File: config.mk
export PLATFORM = sky130hd
export DESIGN_NAME = mc_control_fsm
export DESIGN_NICKNAME = d
export VERILOG_FILES = /design/src/rtl/mc_control_fsm_pkg.sv /design/src/rtl/mc_control_fsm_cond_check.sv /design/src/rtl/mc_control_fsm.sv
export SDC_FILE = /design/constraint.sdc
export NUM_CORES = 1
export LEC_CHECK = 0
export BUFFER_PORTS_ARGS = -buffer_cell sky130_fd_sc_hd__buf_2
export CORE_ASPECT_RATIO = 0.75
export CORE_MARGIN = 2
export CORE_UTILIZATION = 40
export CTS_CLUSTER_DIAMETER = 100
export DETAILED_ROUTE_END_ITERATION = 6
export PLACE_DENSITY = 0.83
export SETUP_SLACK_MARGIN = 0.3
export SLEW_MARGIN = 20
export SYNTH_ARGS = -nofsm -noshare
export SYNTH_HDL_FRONTEND = slang
export SYNTH_SLANG_ARGS = --single-unit
File: constraint.sdc
create_clock -name clk -period 2 [get_ports clk]
set_clock_uncertainty 0.2 [all_clocks]
set_input_delay 0.2 -clock clk [delete_from_list [all_inputs] [get_ports clk]]
set_output_delay 0.2 -clock clk [all_outputs]
set_load 0.01 [all_outputs]
File: src/rtl/mc_control_fsm_pkg.sv
// Shared definitions for the multicycle ARM-subset control unit: state encodings,
// ALU/op/condition codes, datapath mux selects and the data-processing ALU decoder.
package mc_control_fsm_pkg;

  typedef enum logic [3:0] {
    S_FETCH  = 4'd0,
    S_DECODE = 4'd1,
    S_MEMADR = 4'd2,
    S_MEMRD  = 4'd3,
    S_MEMWB  = 4'd4,
    S_MEMWR  = 4'd5,
    S_EXECR  = 4'd6,
    S_EXECI  = 4'd7,
    S_ALUWB  = 4'd8,
    S_BRANCH = 4'd9,
    S_FPUEX  = 4'd10
  } state_t;

  localparam logic [3:0] ALU_ADD   = 4'd0;
  localparam logic [3:0] ALU_SUB   = 4'd1;
  localparam logic [3:0] ALU_AND   = 4'd2;
  localparam logic [3:0] ALU_ORR   = 4'd3;
  localparam logic [3:0] ALU_MUL   = 4'd4;
  localparam logic [3:0] ALU_UMULL = 4'd5;

  localparam logic [1:0] OP_DP  = 2'b00;
  localparam logic [1:0] OP_MEM = 2'b01;
  localparam logic [1:0] OP_BR  = 2'b10;
  localparam logic [1:0] OP_FPU = 2'b11;

  localparam logic [3:0] CMD_AND = 4'b0000;
  localparam logic [3:0] CMD_SUB = 4'b0010;
  localparam logic [3:0] CMD_ADD = 4'b0100;
  localparam logic [3:0] CMD_CMP = 4'b1010;
  localparam logic [3:0] CMD_ORR = 4'b1100;

  localparam logic [3:0] COND_EQ = 4'b0000;
  localparam logic [3:0] COND_NE = 4'b0001;
  localparam logic [3:0] COND_CS = 4'b0010;
  localparam logic [3:0] COND_CC = 4'b0011;
  localparam logic [3:0] COND_MI = 4'b0100;
  localparam logic [3:0] COND_PL = 4'b0101;
  localparam logic [3:0] COND_VS = 4'b0110;
  localparam logic [3:0] COND_VC = 4'b0111;
  localparam logic [3:0] COND_HI = 4'b1000;
  localparam logic [3:0] COND_LS = 4'b1001;
  localparam logic [3:0] COND_GE = 4'b1010;
  localparam logic [3:0] COND_LT = 4'b1011;
  localparam logic [3:0] COND_GT = 4'b1100;
  localparam logic [3:0] COND_LE = 4'b1101;
  localparam logic [3:0] COND_AL = 4'b1110;

  localparam logic [1:0] SRCA_REG   = 2'b00;
  localparam logic [1:0] SRCA_PC    = 2'b01;
  localparam logic [1:0] SRCB_REG   = 2'b00;
  localparam logic [1:0] SRCB_IMM   = 2'b01;
  localparam logic [1:0] SRCB_FOUR  = 2'b10;
  localparam logic [1:0] RES_ALUOUT = 2'b00;
  localparam logic [1:0] RES_DATA   = 2'b01;
  localparam logic [1:0] RES_ALU    = 2'b10;
  localparam logic [1:0] IMM_ROT8   = 2'b00;
  localparam logic [1:0] IMM_12     = 2'b01;
  localparam logic [1:0] IMM_24     = 2'b10;

  // Multiply pattern only exists in register form; an immediate whose bits [7:4] happen to be 1001 stays a DP op.
  function automatic logic [3:0] aluDecode(input logic [31:0] instr);
    logic [3:0] ctl;
    if (!instr[25] && (instr[7:4] == 4'b1001)) begin
      ctl = instr[23] ? ALU_UMULL : ALU_MUL;
    end else begin
      case (instr[24:21])
        CMD_ADD: ctl = ALU_ADD;
        CMD_SUB: ctl = ALU_SUB;
        CMD_CMP: ctl = ALU_SUB;
        CMD_ORR: ctl = ALU_ORR;
        CMD_AND: ctl = ALU_AND;
        default: ctl = ALU_ADD;
      endcase
    end
    return ctl;
  endfunction

endpackage

File: src/rtl/mc_control_fsm_cond_check.sv
// ARM condition-code evaluator: combinational pass/fail of cond[3:0] against the {N,Z,C,V} register.
module mc_control_fsm_cond_check
  import mc_control_fsm_pkg::*;
(
  input  logic [3:0] i_cond,
  input  logic [3:0] i_flags,
  output logic       o_condEx
);

  logic w_n, w_z, w_c, w_v;

  assign {w_n, w_z, w_c, w_v} = i_flags;

  always_comb begin
    case (i_cond)
      COND_EQ: o_condEx = w_z;
      COND_NE: o_condEx = ~w_z;
      COND_CS: o_condEx = w_c;
      COND_CC: o_condEx = ~w_c;
      COND_MI: o_condEx = w_n;
      COND_PL: o_condEx = ~w_n;
      COND_VS: o_condEx = w_v;
      COND_VC: o_condEx = ~w_v;
      COND_HI: o_condEx = w_c & ~w_z;
      COND_LS: o_condEx = ~w_c | w_z;
      COND_GE: o_condEx = (w_n == w_v);
      COND_LT: o_condEx = (w_n != w_v);
      COND_GT: o_condEx = ~w_z & (w_n == w_v);
      COND_LE: o_condEx = w_z | (w_n != w_v);
      COND_AL: o_condEx = 1'b1;
      default: o_condEx = 1'b0;
    endcase
  end

endmodule

File: src/rtl/mc_control_fsm.sv
// Multicycle control unit: sequences fetch/decode/execute/memory/writeback, holds NZCV,
// applies condition codes and stalls on memory handshake and fixed-latency FPU.
module mc_control_fsm
  import mc_control_fsm_pkg::*;
#(
  parameter int unsigned FPU_LAT = 3
) (
  input  logic        clk,
  input  logic        reset,
  input  logic [31:0] Instr,
  input  logic [3:0]  ALUFlags,
  input  logic        mem_ready,
  output logic        PCWrite,
  output logic        RegWrite,
  output logic        MemWrite,
  output logic        IRWrite,
  output logic        FPUWrite,
  output logic        AdrSrc,
  output logic [1:0]  RegSrc,
  output logic [1:0]  ALUSrcA,
  output logic [1:0]  ALUSrcB,
  output logic [1:0]  ResultSrc,
  output logic [1:0]  ImmSrc,
  output logic [3:0]  ALUControl,
  output logic [3:0]  Flags
);

  localparam logic [3:0] LP_FPU_LAST = 4'(FPU_LAT - 1);

  state_t     r_state;
  state_t     w_nextState;
  logic [3:0] r_flags;
  logic [3:0] r_fpuCount;

  logic [1:0] w_op;
  logic       w_iBit;
  logic       w_sBit;
  logic       w_condEx;
  logic       w_isCmp;
  logic       w_flagUpdate;
  logic [1:0] w_regSrc;
  logic [1:0] w_immSrc;
  logic [3:0] w_aluCtl;
  logic       w_unused;

  assign w_op     = Instr[27:26];
  assign w_iBit   = Instr[25];
  assign w_sBit   = Instr[20];
  assign w_isCmp  = (w_op == OP_DP) && (Instr[24:21] == CMD_CMP);
  assign w_aluCtl = aluDecode(Instr);
  assign w_regSrc = {(w_op == OP_MEM) && !Instr[20], (w_op == OP_BR)};
  assign w_immSrc = (w_op == OP_MEM) ? IMM_12 : (w_op == OP_BR) ? IMM_24 : IMM_ROT8;
  assign w_unused = ^{Instr[19:8], Instr[3:0]};

  assign w_flagUpdate = (r_state == S_ALUWB) && w_condEx && (w_op != OP_FPU) && (w_sBit || w_isCmp);
  assign Flags        = r_flags;

  mc_control_fsm_cond_check u_condCheck (
    .i_cond   (Instr[31:28]),
    .i_flags  (r_flags),
    .o_condEx (w_condEx)
  );

  always_ff @(posedge clk or negedge reset) begin
    if (!reset) begin
      r_state    <= S_FETCH;
      r_flags    <= '0;
      r_fpuCount <= '0;
    end else begin
      r_state <= w_nextState;
      if (w_flagUpdate) begin
        r_flags <= ALUFlags;
      end
      if (r_state == S_DECODE) begin
        r_fpuCount <= '0;
      end else if (r_state == S_FPUEX) begin
        r_fpuCount <= r_fpuCount + 4'd1;
      end
    end
  end

  // Outputs depend on reset directly so write strobes drop the instant reset asserts mid-access.
  always_comb begin
    w_nextState = S_FETCH;
    PCWrite     = 1'b0;
    RegWrite    = 1'b0;
    MemWrite    = 1'b0;
    IRWrite     = 1'b0;
    FPUWrite    = 1'b0;
    AdrSrc      = 1'b0;
    RegSrc      = 2'b00;
    ALUSrcA     = SRCA_REG;
    ALUSrcB     = SRCB_REG;
    ResultSrc   = RES_ALUOUT;
    ImmSrc      = IMM_ROT8;
    ALUControl  = ALU_ADD;
    if (reset) begin
      if (r_state != S_FETCH) begin
        RegSrc = w_regSrc;
        ImmSrc = w_immSrc;
      end
      case (r_state)
        S_FETCH: begin
          IRWrite     = 1'b1;
          PCWrite     = mem_ready;
          ALUSrcA     = SRCA_PC;
          ALUSrcB     = SRCB_FOUR;
          ResultSrc   = RES_ALU;
          w_nextState = mem_ready ? S_DECODE : S_FETCH;
        end
        S_DECODE: begin
          ALUSrcA   = SRCA_PC;
          ALUSrcB   = SRCB_FOUR;
          ResultSrc = RES_ALU;
          if (!w_condEx) begin
            w_nextState = S_FETCH;
          end else begin
            case (w_op)
              OP_DP:   w_nextState = w_iBit ? S_EXECI : S_EXECR;
              OP_MEM:  w_nextState = S_MEMADR;
              OP_BR:   w_nextState = S_BRANCH;
              default: w_nextState = S_FPUEX;
            endcase
          end
        end
        S_EXECR: begin
          ALUSrcB     = SRCB_REG;
          ALUControl  = w_aluCtl;
          w_nextState = S_ALUWB;
        end
        S_EXECI: begin
          ALUSrcB     = SRCB_IMM;
          ALUControl  = w_aluCtl;
          w_nextState = S_ALUWB;
        end
        S_ALUWB: begin
          ResultSrc   = RES_ALUOUT;
          RegWrite    = w_condEx && !w_isCmp;
          FPUWrite    = (w_op == OP_FPU);
          w_nextState = S_FETCH;
        end
        S_MEMADR: begin
          ALUSrcB     = SRCB_IMM;
          ALUControl  = Instr[23] ? ALU_ADD : ALU_SUB;
          w_nextState = Instr[20] ? S_MEMRD : S_MEMWR;
        end
        S_MEMRD: begin
          AdrSrc      = 1'b1;
          w_nextState = mem_ready ? S_MEMWB : S_MEMRD;
        end
        S_MEMWB: begin
          ResultSrc   = RES_DATA;
          RegWrite    = w_condEx;
          w_nextState = S_FETCH;
        end
        S_MEMWR: begin
          AdrSrc      = 1'b1;
          MemWrite    = w_condEx;
          w_nextState = mem_ready ? S_FETCH : S_MEMWR;
        end
        S_BRANCH: begin
          ALUSrcA     = SRCA_PC;
          ALUSrcB     = SRCB_IMM;
          ResultSrc   = RES_ALU;
          PCWrite     = w_condEx;
          RegWrite    = w_condEx && Instr[24];
          w_nextState = S_FETCH;
        end
        S_FPUEX: begin
          w_nextState = (r_fpuCount == LP_FPU_LAST) ? S_ALUWB : S_FPUEX;
        end
        default: begin
          RegSrc      = 2'b00;
          ImmSrc      = IMM_ROT8;
          w_nextState = S_FETCH;
        end
      endcase
    end
  end

endmodule

* Word-level counts from Yosys, hierarchy flattened
Index checks and enable logic that the tools add are counted.
** Operators by class
- Add/sub/neg operators :: 1
- Equal/unequal tests :: 35
- Mux-type cells :: 45
- Bitwise logic cells :: 8
- Reduce and logical (&&, ||, !) cells :: 25
** Operators with widths (number)
- $eq A4 B4 Y1 const B :: 13
- $eq A4 B3 Y1 const B :: 8
- $pmux W4 S7 :: 1
- $eq A4 B2 Y1 const B :: 6
- $mux W4 :: 6
- $mux W2 :: 11
- $mux W1 :: 16
- $pmux W1 S15 :: 1
- $logic_not A4 Y1 :: 3
- $pmux W4 S3 :: 1
- $reduce_or A11 Y1 :: 1
- $mux W3 :: 3
- $eq A4 B1 Y1 const B :: 2
- $logic_and A1 B1 Y1 :: 8
- $pmux W2 S2 :: 2
- $pmux W4 S2 :: 1
- $reduce_or A2 Y1 :: 4
- $pmux W2 S3 :: 1
- $reduce_or A3 Y1 :: 2
- $add A4 B1 Y4 const B :: 1
- $eq A2 B2 Y1 const B :: 2
- $not A1 Y1 :: 4
- $reduce_bool A4 Y1 :: 1
- $logic_not A1 Y1 :: 3
- 11 further kinds :: 13
** Storage, ports and cells
- Bits in registers :: 12
- Input bits :: 39
- Output and inout port bits :: 24
- Logic and storage cells :: 117

* Logic depth before layout (Yosys ltp)
Gate-level depths: netlist of run 1.
- Depth after elaboration :: 6
- Gate-level depth with buffers :: 6

* Modules after synthesis
A second synthesis of run 1 with hierarchy kept.
** Unflattened totals
- Cell total of the unflattened synthesis :: 158
- Area total of the unflattened synthesis :: 1262.5 sq um
** By module, submodules not included
- mc_control_fsm :: times used 1, cells each 130, area each 1068.5 sq um
- mc_control_fsm_cond_check :: times used 1, cells each 28, area each 193.9 sq um

* Worst setup path after synthesis of run 1
Ideal clock, no wire load.
- Kind :: register to output
- Start point :: reg r_state[0]
- End point :: out RegSrc[1]
- Arrival time :: 1742 ps
- Data required time :: 1600 ps
- Slack :: -142 ps
- Cell stages (with the launch flop) :: 5
- Path buffers :: 1
- Path through :: dfrtp_1 > buf_2 > a21o_1 > a2111oi_0 > nor2b_1
** Between the ends
- Word-level cells in the longest chain between the ends :: 4
- Elaborated cells between the ends (all ways) :: 16
- Classes of those cells :: 10 x eq/ne; 3 x mux; 3 x reduce/logical
** RTL lines
- start, declared :: RTL line mc_control_fsm.sv:30 : state_t r_state;
- start signal, assigned :: RTL line mc_control_fsm.sv:70 : r_state <= w_nextState;
- $eq A4 B4 Y1, or another cell as far along :: RTL line mc_control_fsm.sv:102 : case (r_state)
- $reduce_or A11 Y1 (no line) or $mux W2 (tied branches)
- $mux W2 * :: RTL line mc_control_fsm.sv:102
- $mux W2 * :: RTL line mc_control_fsm.sv:97 : if (reset) begin
- end, declared :: RTL line mc_control_fsm.sv:19 : output logic [1:0] RegSrc,
Mark *: on every way between the ends. The rest lies on a longest branch, timed or not.

* Worst setup path after layout of run 1
- Start point :: reg r_flags[2], in the netlist Flags[2]
- End point :: out PCWrite
** Between the ends
- Word-level cells in the longest chain between the ends :: 5
- Elaborated cells between the ends (all ways) :: 8
- Classes of those cells :: 3 x mux; 5 x bitwise
** RTL lines
- start, declared :: RTL line mc_control_fsm.sv:32 : logic [3:0] r_flags;
- start signal, assigned :: RTL line mc_control_fsm.sv:72 : r_flags <= ALUFlags;
- $not A1 Y1 :: RTL line mc_control_fsm_cond_check.sv:17, mc_control_fsm_cond_check.sv:24, mc_control_fsm_cond_check.sv:28
- $and A1 B1 Y1, on equally long branches :: RTL line mc_control_fsm_cond_check.sv:28, mc_control_fsm_cond_check.sv:24
- $pmux W1 S15 * :: RTL line mc_control_fsm_cond_check.sv:15 : case (i_cond)
- $pmux W1 S2 * :: RTL line mc_control_fsm.sv:102
- $mux W1 * :: RTL line mc_control_fsm.sv:97
- end, declared :: RTL line mc_control_fsm.sv:13 : output logic PCWrite,
Marks and branches as above.

==> results of run 1 <==
-- where the power goes --
group	internal [mW]	total (mW)	switching (mW)	leakage, nW
logic	0.177	0.362	0.185	0.840
clock network	0.175	0.285	0.110	0.0288
registers	0.254	0.267	0.0121	0.161
total	0.607	0.914	0.307	1.03
-- cells by family (layout without fill, tap and decap cells) --
| group | after synthesis | count (layout) | share of synthesized area [%] |
|---|---|---|---|
| AO/OA/AOI/OAI | 37 | 37 | 23.0 |
| other | 1 | 2 | 0.310 |
| buffers and inverters | 16 | 96 | 6.21 |
| adder cells (fa/ha/maj) | 2 | 2 | 2.07 |
| flip-flops | 12 | 12 | 24.8 |
| multiplexers | 7 | 7 | 6.21 |
| AND/OR/NAND/NOR | 73 | 73 | 33.0 |
| XOR/XNOR | 6 | 6 | 4.35 |
-- cell usage after synthesis, types with 3 or more instances --
master,count,area (um2)
nor2_1,21,78.8
nand2_1,15,56.3
dfrtp_1,12,300
nor2b_1,7,43.8
a21oi_1,6,30.0
inv_1,5,18.8
a211oi_1,4,30.0
a31oi_1,4,25.0
and3_1,4,25.0
mux2_1,4,45.0
nand2b_1,4,25.0
a32o_1,3,30.0
buf_4,3,22.5
clkbuf_1,3,11.3
mux2i_1,3,30.0
nor3_1,3,15.0
nor3b_1,3,22.5
o21ai_0,3,15.0
xnor2_1,3,26.3
xor2_1,3,26.3
-- layout make-up --
type | instances | area share [%]
well taps | 38 | 2.21
clock buffers | 4 | 2.56
flip-flops and latches | 12 | 14.2
repair buffers | 87 | 29.8
multi-input cells | 127 | 50.4
inverters | 5 | 0.874
-- cells in the final DEF, fill, tap and decap left out, drive strengths merged, types with 2 or more instances in the layout --
| cell type | n |
|---|---|
| and3 | 4 |
| inv | 5 |
| nor3b | 4 |
| dfrtp | 12 |
| a31o | 2 |
| o31ai | 2 |
| and4 | 2 |
| a211oi | 4 |
| dlygate4sd3 | 5 |
| mux2i | 3 |
| nor2b | 7 |
| buf | 82 |
| nand3 | 2 |
| a21o | 2 |
| xnor2 | 3 |
| clkbuf | 4 |
| o22ai | 2 |
| nand2b | 4 |
| nor3 | 3 |
| conb | 2 |
| nand2 | 15 |
| o21ai | 3 |
| a21oi | 6 |
| nand3b | 2 |
| xor2 | 3 |
| a32oi | 2 |
| mux2 | 4 |
| a32o | 3 |
| nor2 | 21 |
| a31oi | 5 |
| and4b | 2 |
| ha | 2 |
-- flip-flops by register name, summed over array words and instances, names as in the netlist --
name        count
r_fpuCount      4
Flags           4
r_state         4
-- worst register-to-register path, delay by kind of cell (launching register included) --
family | cells | cell delay, ns
AOI/OAI and AO/OA | 3 | 0.78
buffers and inverters | 2 | 0.32
DFF | 1 | 0.41
muxes | 1 | 0.35
-- worst max path at each step --
stage                         start                    to  slack (ns)
3_3_place_gp   Flags[0]$_DFFE_PN0P_  Flags[0]$_DFFE_PN0P_      -0.002
5_1_grt        Flags[2]$_DFFE_PN0P_               PCWrite       -0.42
2_1_floorplan  Flags[0]$_DFFE_PN0P_               PCWrite        0.06
4_1_cts        Flags[0]$_DFFE_PN0P_               PCWrite       -0.28
6_report       Flags[2]$_DFFE_PN0P_               PCWrite       -0.36
3_5_place_dp   Flags[0]$_DFFE_PN0P_  Flags[1]$_DFFE_PN0P_       -0.02
-- through the flow --
| step | TNS, ns | hold slack [ns] | instances | util, % | power (mW) |
|---|---|---|---|---|---|
| after global routing | -2.94 | 0.113 | 273 | 73.7 | 0.953 |
| after global placement | -0.00207 | 0.123 | 243 | 53.6 | 0.501 |
| after floorplan | 0 | -0.296 | 155 | - | 0.403 |
| final | -2.09 | 0.102 | 273 | 73.7 | 0.914 |
| after detailed placement | -0.0890 | 0.135 | 243 | 53.6 | 0.505 |
| after CTS | -1.26 | 0.0758 | 264 | 66.6 | 0.840 |
-- timing repair --
| item | 4_1_cts | 5_1_grt |
|---|---|---|
| setup buffers | 12 | 9 |
| pin swaps | 16 | 16 |
| hold buffers | 5 | 0 |
| resized for setup | 42 | 31 |
| setup endpoints to repair | 26 | 30 |
| cloned | 0 | 0 |
| hold endpoints to repair | 16 | 0 |
-- per-layer routing --
layer	wire, um	part of all wire (%)
met5	0	0
met4	159	3.4
met3	339	7.2
met2	2210	47
met1	1980	42
==> results.json, run 1 <==
{
  "die_area_um2": 3480,
  "path_depth": 6,
  "clock-root-buffer": "clkbuf_8",
  "post-place-ws_ns": -0.0237,
  "setup_slack_ns": -0.360,
  "required_ns": 1.60,
  "ir_worst_vdd_uv": 414,
  "r2r_start": "Flags[0]$_DFFE_PN0P_",
  "vias_per_cell": 5.78,
  "pin_count": 63,
  "port_buffers": 44,
  "cpPeakStageDelay_ns": 0.41,
  "h-tree-depth": 1,
  "grt_pass1_wl_mm": 6.48,
  "worst-path-buf-inv": 1,
  "wl_per_cell_um": 17.2,
  "clk_pin_slew_ns": 0.06,
  "path_max_fanout": 4,
  "end_kind": "primary output",
  "postSynthCellCount": 154,
  "synth.distinct_cells": 51,
  "use_met3_pct": 6.06,
  "drt_iter0_markers": 67,
  "clockBufferDepth": 2,
  "wl_mm": 4.69,
  "synth-edff-count": 0,
  "p_per_area_nw_per_um2": 426,
  "synth_ff_type": "dfrtp_1",
  "die_h_um": 51.6,
  "die_w_um": 67.5,
  "synthArstFlopShare_pct": 100,
  "critPathKind": "register to primary output",
  "fill_cells": 188,
  "syn_area_per_cell_um2": 7.85,
  "track_usage_pct": 25.1,
  "critPathLaunchType": "register",
  "multi_input_area_um2": 1080,
  "grt_use_met2_pct": 39.2,
  "min_from": "Instr[27]",
  "clock_latency_ns": 0.26,
  "cts_tree": "done",
  "slew_viol_final": 0,
  "cp_cell_sequence": "nand3b_1, o2bb2ai_2, mux2i_2, nand3_2, a32o_1, buf_2",
  "grt-busiest-layer": "met2",
  "worst_hold_path_type": "input port to register",
  "crit_family": "compound AO/OA/AOI/OAI gates",
  "ant_nets": 0,
  "syn_to_final_growth_pct": 77.6,
  "initial_core_util_pct": 41.5,
  "setup_violations": 13,
  "maxCapViolations": 0,
  "r2r_end": "Flags[1]$_DFFE_PN0P_",
  "drc_errors": 0,
  "critPathSlowestCell": "dfrtp_1",
  "violations": "setup timing",
  "seq_area_frac_synth_pct": 24.8,
  "core_region_area_um2": 2910,
  "dpl.hpwl_mm": 2.54,
  "gp_congestion": 0.920,
  "netlist_area_um2": 1210,
  "diodes": 0,
  "max_freq_mhz": 424,
  "grt_max_degree": 18,
  "grt_util_met1_pct": 34.3,
  "layout_min_cycle_time_ns": 2.36,
  "dpl_cell_area_um2": 1560,
  "overflow": 0,
  "cts_buffers": 3,
  "rsz0062_at_grt": "true",
  "antenna_found_initial": 0,
  "worst_hold_path.endpoint": "r_state[3]$_DFF_PN0_",
  "final_nets": 277,
  "fin_area_um2": 2150,
  "outcome": "finished, violations left",
  "min_period_over_period_pct": 118,
  "reg2reg_depth": 6,
  "power_leakage_nw": 1.03,
  "final_hold_viol_count": 0,
  "synth-seq-cells": 12,
  "final_layout_size_suffix_gt1_share_pct": 54.5,
  "grt_pass1_vias": 1396,
  "ys_warn_count": 0,
  "vias": 1577,
  "regArea_um2": 304,
  "dr.pass1.iters": 4,
  "rrSetupSlack_ns": -0.16,
  "arrival_ns": 1.96,
  "rows": 17,
  "cts.sinks": 12,
  "hold_depth": 2
}
Power figures use the tool's default switching activity.
==> inputs of run 2 (changes only) <==
--- a/config.mk
+++ b/config.mk
@@ -11,7 +11,7 @@
 export CORE_UTILIZATION = 40
 export CTS_CLUSTER_DIAMETER = 100
 export DETAILED_ROUTE_END_ITERATION = 6
-export PLACE_DENSITY = 0.83
+export PLACE_DENSITY = 0.8
 export SETUP_SLACK_MARGIN = 0.3
 export SLEW_MARGIN = 20
 export SYNTH_ARGS = -nofsm -noshare
==> constraint.sdc (replaced) <==
create_clock -name clk -period 2.5 [get_ports clk]
set_clock_uncertainty 0.2 [all_clocks]
set_input_delay 0.25 -clock clk [delete_from_list [all_inputs] [get_ports clk]]
set_output_delay 0.25 -clock clk [all_outputs]
set_load 0.01 [all_outputs]
==> results.json, run 2 (synthesized netlist as in run 1, its figures left out) <==
{
  "outcome": "finished clean",
  "arrival_ns": 1.87,
  "port_buffers": 44,
  "final_nets": 250,
  "ir_worst_vdd_uv": 477,
  "wl_mm": 3.21,
  "dp_cells": 231,
  "p_per_area_nw_per_um2": 372,
  "initial_core_util_pct": 41.5,
  "critPathLaunch": "Flags[2]$_DFFE_PN0P_",
  "power_leakage_nw": 0.846,
  "wl_per_cell_um": 13.0,
  "setup_slack_ns": 0.183,
  "clockBufferDepth": 2,
  "max_slew_margin_pct": 65.7,
  "critPathLaunchType": "register",
  "clock-root-buffer": "clkbuf_8",
  "holdWs_ns": 0.0316,
  "final_cell_mix": "buf_2 (44), nor2_1 (21), nand2_1 (15), buf_4 (14), dfrtp_1 (10)",
  "max_freq_mhz": 432,
  "cts_tree": "done",
  "fin_setup_tns_ns": 0,
  "required_ns": 2.05,
  "final_layout_size_suffix_gt1_share_pct": 36.5,
  "vias": 1323,
  "final_cells": 246,
  "diodes": 0,
  "path_max_fanout": 4,
  "grt_pass1_vias": 1158,
  "clock_latency_ns": 0.23,
  "worst_hold_path_type": "input port to register",
  "h-tree-depth": 1,
  "grt_pass1_wl_mm": 5.00,
  "pin_count": 63,
  "final_common_cell": "buf_2",
  "worst_slew_pin_slew_ns": 0.512,
  "fill_cells": 254,
  "die_area_um2": 3480,
  "dpl_cell_area_um2": 1460,
  "ant_nets": 0,
  "post-place-ws_ns": 0.282,
  "gp_congestion": 0.937,
  "grt_max_degree": 18,
  "fin_area_um2": 1660,
  "drc_errors": 0,
  "min_period_over_period_pct": 92.7,
  "hold_depth": 2,
  "setup_violations": 0,
  "cts.sinks": 12,
  "clk_pin_slew_ns": 0.05,
  "antenna_found_initial": 0,
  "r2r_start": "Flags[3]$_DFFE_PN0P_",
  "syn_to_final_growth_pct": 37.0,
  "r2r_end": "Flags[3]$_DFFE_PN0P_",
  "endpoint": "PCWrite",
  "rrSetupSlack_ns": 0.26,
  "rows": 17,
  "final_hold_viol_count": 0,
  "critPathKind": "register to primary output",
  "cts_buffers": 3,
  "vias_per_cell": 5.38,
  "drt_iter0_markers": 84,
  "reg2reg_depth": 7,
  "die_w_um": 67.5,
  "rsz0062_at_grt": "true",
  "multi_input_area_um2": 885,
  "dr.pass1.iters": 4,
  "end_kind": "primary output",
  "track_usage_pct": 18.5,
  "slew_viol_final": 0,
  "core_region_area_um2": 2910,
  "maxCapViolations": 0,
  "regArea_um2": 303,
  "dpl.hpwl_mm": 2.39,
  "layout_min_cycle_time_ns": 2.32,
  "die_h_um": 51.6,
  "overflow": 0
}
-- run 2: cell count changes in the layout (fill, tap and decap cells not counted), moves of 4 or more --
cell / change
dlygate4sd3_1: -4
nor2_1: +8
a211oi_1: +4
nor2_4: -5
buf_6: -18
buf_4: -6
-- run 2: routing by layer --
metal  vias up  part of all wire [%]  global-route usage, %
li1        667                     -                      -
met1       603                    48                   26.5
met2        51                    44                   28.8
met3         2                   6.7                   2.38
met4         0                  0.53                   5.44
met5         -                     0                      0
-- run 2: metrics by stage --
stage / utilization, % / power [mW]
6_report: 56.8 / 0.617
5_1_grt: 56.8 / 0.654
4_1_cts: 54.8 / 0.609
3_5_place_dp: 50.2 / 0.384
3_3_place_gp: 50.2 / 0.382
2_1_floorplan: - / 0.320
-- run 2: worst min-delay path by stage --
| stage | start | to |
|---|---|---|
| CTS | ALUFlags[1] | Flags[1]$_DFFE_PN0P_ |
| global route | ALUFlags[2] | Flags[2]$_DFFE_PN0P_ |
| floorplan | reset | Flags[0]$_DFFE_PN0P_ |
| detailed placement | reset | r_fpuCount[2]$_DFFE_PN0P_ |
| finish | ALUFlags[1] | Flags[1]$_DFFE_PN0P_ |
| global placement | reset | r_fpuCount[2]$_DFFE_PN0P_ |
-- run 2: timing repair --
item,CTS,global route
setup endpoints to repair,4,8
buffers inserted,5,5
pin swaps,7,5
hold endpoints to repair,12,0
hold buffers,1,0
gates resized for setup,7,5
-- run 2: critical path, cell delays in order (launching register included) --
cell and delay (ns):
dfrtp_1 0.40, nand3b_1 0.19, o2bb2ai_2 0.19, mux2i_2 0.28, nand3_2 0.15, a32o_1 0.29
buf_2 0.14
-- run 2: power by group --
group / switching [mW] / internal, mW / total [mW]
logic: 0.108 / 0.0940 / 0.202
registers: 0.0109 / 0.204 / 0.215
clock network: 0.0614 / 0.138 / 0.200
-- run 2: final cells by class --
cell class	count	area share [%]
multi-input cells	127	53.4
repair buffers	60	20.9
flip-flops and latches	12	18.3
clock buffers	4	3.33
well taps	38	2.87
inverters	5	1.13
